**config.mk**
```make
export PLATFORM = sky130hd
export DESIGN_NAME = dmem_responder
export DESIGN_NICKNAME = d
export VERILOG_FILES = /design/src/rtl/dmem_responder.sv
export SDC_FILE = /design/constraint.sdc
export NUM_CORES = 2
export LEC_CHECK = 0
export CAP_MARGIN = 20
export CORE_MARGIN = 2
export CORE_UTILIZATION = 45
export DETAILED_ROUTE_END_ITERATION = 16
export SYNTH_ARGS = -nofsm -noshare
export SYNTH_HDL_FRONTEND = slang
export SYNTH_SLANG_ARGS = --single-unit
```
**constraint.sdc**
```tcl
create_clock -name clock -period 21.8 [get_ports clock]
set_clock_uncertainty 0.05 [all_clocks]
set_input_delay 4.36 -clock clock [delete_from_list [all_inputs] [get_ports clock]]
set_output_delay 4.36 -clock clock [all_outputs]
set_load 0.1 [all_outputs]
```
**src/rtl/dmem_responder.sv**
```systemverilog
// Data-memory responder for the core load/store port.
// One request in flight, programmable wait states, sized stores and loads.
module dmem_responder #(
  parameter int DEPTH_WORDS = 64,
  parameter int WAIT_CYCLES = 1
) (
  input  logic        clock,
  input  logic        reset,
  input  logic        req_valid,
  output logic        req_ready,
  input  logic        req_we,
  input  logic [31:0] req_addr,
  input  logic [1:0]  req_size,
  input  logic        req_unsigned,
  input  logic [31:0] req_wdata,
  output logic        resp_valid,
  input  logic        resp_ready,
  output logic [31:0] resp_rdata,
  output logic        resp_err
);

  localparam int AW = (DEPTH_WORDS > 1) ? $clog2(DEPTH_WORDS) : 1;
  localparam int CW = (WAIT_CYCLES > 0) ? $clog2(WAIT_CYCLES + 1) : 1;

  typedef enum logic [1:0] {
    S_IDLE,
    S_WAIT,
    S_RESP
  } state_t;

  state_t        state_q;
  logic [CW-1:0] cnt_q;
  logic          we_q;
  logic          uns_q;
  logic [31:0]   addr_q;
  logic [31:0]   wdata_q;
  logic [1:0]    size_q;
  logic          req_ready_q;
  logic          resp_valid_q;
  logic          resp_err_q;
  logic [31:0]   resp_rdata_q;
  logic [31:0]   mem_q [DEPTH_WORDS];

  logic [AW-1:0] idx;
  logic [31:0]   word;
  logic [31:0]   wmerge_d;
  logic [31:0]   ld_d;
  logic          err_d;
  logic          commit;
  logic [4:0]    bsh;
  logic [4:0]    hsh;
  logic [7:0]    bsel;
  logic [15:0]   hsel;

  always_comb begin
    idx    = addr_q[AW+1:2];
    word   = mem_q[idx];
    bsh    = {addr_q[1:0], 3'b000};
    hsh    = {addr_q[1], 4'b0000};
    bsel   = word[bsh +: 8];
    hsel   = word[hsh +: 16];
    err_d  = (size_q == 2'b11)
          || (size_q == 2'b01 && addr_q[0])
          || (size_q == 2'b10 && addr_q[1:0] != 2'b00)
          || (addr_q[31:2] >= 30'(DEPTH_WORDS));
    wmerge_d = word;
    ld_d     = '0;
    unique case (size_q)
      2'b00: begin
        wmerge_d[bsh +: 8] = wdata_q[7:0];
        ld_d = uns_q ? {24'h0, bsel} : {{24{bsel[7]}}, bsel};
      end
      2'b01: begin
        wmerge_d[hsh +: 16] = wdata_q[15:0];
        ld_d = uns_q ? {16'h0, hsel} : {{16{hsel[15]}}, hsel};
      end
      2'b10: begin
        wmerge_d = wdata_q;
        ld_d     = word;
      end
      default: begin
        wmerge_d = word;
        ld_d     = '0;
      end
    endcase
    commit = (state_q == S_WAIT) && (cnt_q == '0);
  end

  // Stores commit on the edge that enters RESP; a reset before then drops them.
  always_ff @(posedge clock) begin
    if (reset && commit && we_q && !err_d)
      mem_q[idx] <= wmerge_d;
  end

  always_ff @(posedge clock) begin
    if (!reset) begin
      state_q      <= S_IDLE;
      cnt_q        <= '0;
      req_ready_q  <= 1'b0;
      resp_valid_q <= 1'b0;
      resp_rdata_q <= '0;
      resp_err_q   <= 1'b0;
    end else begin
      unique case (state_q)
        S_IDLE: begin
          req_ready_q <= 1'b1;
          if (req_valid && req_ready_q) begin
            we_q        <= req_we;
            addr_q      <= req_addr;
            size_q      <= req_size;
            uns_q       <= req_unsigned;
            wdata_q     <= req_wdata;
            cnt_q       <= CW'(WAIT_CYCLES);
            req_ready_q <= 1'b0;
            state_q     <= S_WAIT;
          end
        end
        S_WAIT: begin
          if (cnt_q == '0) begin
            state_q      <= S_RESP;
            resp_valid_q <= 1'b1;
            resp_err_q   <= err_d;
            resp_rdata_q <= (err_d || we_q) ? 32'h0 : ld_d;
          end else begin
            cnt_q <= cnt_q - CW'(1);
          end
        end
        S_RESP: begin
          if (resp_ready) begin
            state_q      <= S_IDLE;
            resp_valid_q <= 1'b0;
            resp_rdata_q <= '0;
            resp_err_q   <= 1'b0;
            req_ready_q  <= 1'b1;
          end
        end
        default: state_q <= S_IDLE;
      endcase
    end
  end

  assign req_ready  = req_ready_q;
  assign resp_valid = resp_valid_q;
  assign resp_rdata = resp_rdata_q;
  assign resp_err   = resp_err_q;

endmodule
```
==> impl_metrics.ini <==
[setup_path]
r2r_cells = 11
crit_path_end_kind = flop
r2r_end = mem_q[14][25]$_DFFE_PP_
crit_type = primary input to flop
crit_path_start_kind = primary input
required_ns = 22.19
arrival_ns = 7.65
rrSetupSlack_ns = 14.78
path_max_fanout = 35

[sta]
drv_slew = 0
rsz0062_at_grt = false
final.setup.worst_slack_ns = 14.55
setup_viol_count_final = 0
max_freq_mhz = 138
setup-tns-final_ns = 0
slew-limit-headroom = 0.197
tightest_slew_ns = 1.17
fin_crit_ns = 7.25
finalHoldViolCount = 0
hold-worst-slack_ns = 0.417
fin_crit_sh = 0.333

[yosys]
synthCells = 3926
synth.top_cell.area_share = 0.753
synth_seq_cells = 2160
ys.flop_type = edfxtp_1
synth_area_um2 = 84400
synthesis.nets = 4003
yosys_warnings = 0
synth.distinct_cells = 79
synth_edf_count = 2116
ys_seq_area_frac = 0.764
synth_top_area_cell = edfxtp_1
yosys-top-cells-area = edfxtp_1 75%, mux4_2 15%, dfxtp_1 1.0%
async_flop_share = 0
syn_avg_cell_area_um2 = 21.5

[clock_network]
cts_buffers = 208
cts_resized = 0
cts_tree = built
post_cts_buffers = 0
root_buffer = clkbuf_16
postCtsHoldBufs = 0
htree_levels = 4
cts.path.max_buffers = 3
cts.sink_count = 2160
clock_latency_ns = 0.84
clkTransAtPathRegs_ns = 0.06

[global_routing]
antenna_found_initial = 18
grt_overflow_total = 0
grt_max_degree = 93
grt_pass1_vias = 41142
grt_pass1_wl_um = 327000
track_usage = 0.244

[placement]
portBuffers = 106
place_area_um2 = 89100
placed_cells = 6411
dp_slack_ns = 13.65
gp_congestion = 0.962
dp_hpwl_um = 143000

[routing]
drt-wirelength-per-cell_um = 34.3
met3_length_um = 24300
top_layer = met5
drtPass1Iterations = 9
drt_iter0_drc = 6692
via_count = 42847
vias_per_cell = 6.28
drt-met1-wl_um = 96800
drc = 0
met2_length_um = 105000
wirelength_um = 234000
postRouteAntennaNets = 0

[floorplanning]
ios = 107
rows = 158
start_util = 0.454
die_h_um = 437
dieWidth_um = 437
die_area_um2 = 191000
core_area_um2 = 186000

[pwr]
p_total_mw = 8.82
p_leak_nw = 29.7
ir_drop_mv = 0.0807
power.density_nw_per_um2 = 91.4

[cells_and_area]
utilization = 0.519
syn2layout_area_growth_pct = 14.3
drive_above_1_share = 0.263
fin_cells = 6822
nets = 4248
design_area_um2 = 96400

[worst_hold_path]
min_to = resp_err$_SDFFE_PN0P_
holdCritStartpoint = resp_err$_SDFFE_PN0P_
worst_hold_path_type = flop to flop
hold_depth = 2

[outcome]
outcome = finished, final reports clean

[job]
maxCapViolCount = 0
-- routing by layer --
layer / global-route usage / vias up
met5: 0 / -
met4: 0.0804 / 2
met3: 0.0515 / 354
met2: 0.356 / 2381
met1: 0.369 / 22999
li1: - / 17111
-- Yosys cell counts (all sizes together), types with 4 or more instances --
| master | n |
|---|---|
| ha | 5 |
| a211o | 10 |
| nand3 | 27 |
| a221o | 4 |
| o311ai | 6 |
| nor4 | 12 |
| nand2b | 9 |
| a32oi | 7 |
| a221oi | 15 |
| nor2 | 140 |
| a22o | 8 |
| nand4 | 6 |
| inv | 25 |
| a21o | 8 |
| or3 | 5 |
| o211ai | 24 |
| or2 | 7 |
| a21oi | 115 |
| clkbuf | 84 |
| a2bb2oi | 4 |
| mux2 | 26 |
| dfxtp | 44 |
| a22oi | 67 |
| o22ai | 32 |
| a211oi | 6 |
| and3 | 6 |
| mux2i | 59 |
| nand2 | 137 |
| nor3 | 20 |
| o221a | 4 |
| a31oi | 22 |
| o221ai | 6 |
| mux4 | 557 |
| nor2b | 10 |
| buf | 132 |
| o21ai | 78 |
| and2 | 33 |
| o21a | 4 |
| edfxtp | 2116 |
-- how the worst max path moves through the flow --
| stage | startpoint | end | slack [ns] | cells past startpoint |
|---|---|---|---|---|
| 4_1_cts | reset | mem_q[60][4]$_DFFE_PP_ | 14.51 | 6 |
| 6_report | reset | mem_q[16][13]$_DFFE_PP_ | 14.55 | 6 |
| 5_1_grt | reset | mem_q[59][8]$_DFFE_PP_ | 14.44 | 6 |
| 3_5_place_dp | reset | mem_q[60][4]$_DFFE_PP_ | 13.65 | 6 |
| 2_1_floorplan | addr_q[1]$_DFFE_PP_ | mem_q[0][11]$_DFFE_PP_ | 14.28 | 8 |
| 3_3_place_gp | reset | mem_q[51][24]$_DFFE_PP_ | 13.64 | 6 |
-- cell families (layout without fill, tap and decap cells) --
family          count (synthesis)  count (layout)  share of synthesized area
compound gates                448             448                     0.0356
fa+ha+maj                       5               5                   0.000742
buf+inv                       243             653                     0.0170
flops                        2160            2160                      0.764
mux                           642             642                      0.160
other cells                     0               6                          0
simple gates                  428             428                     0.0233
-- final cells by class --
cell class / instances / area [µm²]
diodes: 6 / 15.0
clock buffers: 251 / 5470
clock inverters: 124 / 1200
fillers: 14415 / 89400
inverters: 27 / 106
multi-input cells: 1523 / 19300
flip-flops and latches: 2160 / 64400
well taps: 2480 / 3100
repair buffers: 251 / 2800
-- where the power goes --
group	total [mW]	switching, mW	internal [mW]
combinational	0.616	0.434	0.182
sequential	4.65	0.0123	4.63
clock	3.56	1.54	2.02
total	8.82	1.98	6.83
-- worst max-delay path, cell delays in order --
cell             delay [ns]
clkdlybuf4s50_1        0.46
buf_4                  0.32
nand4_1                0.29
nor2_1                 0.34
nand2_1                0.69
nor2_4                 1.12
-- layout by cell type (no fill, tap or decap), types with 21 or more instances in the layout --
cell type	n
edfxtp_1	2116
mux4_2	547
clkbuf_16	213
nand2_1	137
a21oi_1	113
clkdlybuf4s50_1	106
buf_4	99
nor2_1	74
o21ai_0	68
a22oi_1	67
nor2_4	66
mux2i_1	59
clkinv_1	46
clkinv_2	39
clkbuf_1	38
dfxtp_1	38
and2_1	30
buf_12	29
o22ai_1	28
nand3_1	27
mux2_2	26
o211ai_1	24
inv_1	23
a31oi_1	21
-- registers in the layout, summed over array words and instances (netlist names), named ones only --
name / count
cnt_q: 1
state_q: 2
resp_valid: 1
req_ready: 1
size_q: 2
resp_rdata: 32
we_q: 1
mem_q: 2048
uns_q: 1
resp_err: 1
addr_q: 32
wdata_q: 32
Power figures use the tool's default switching activity.
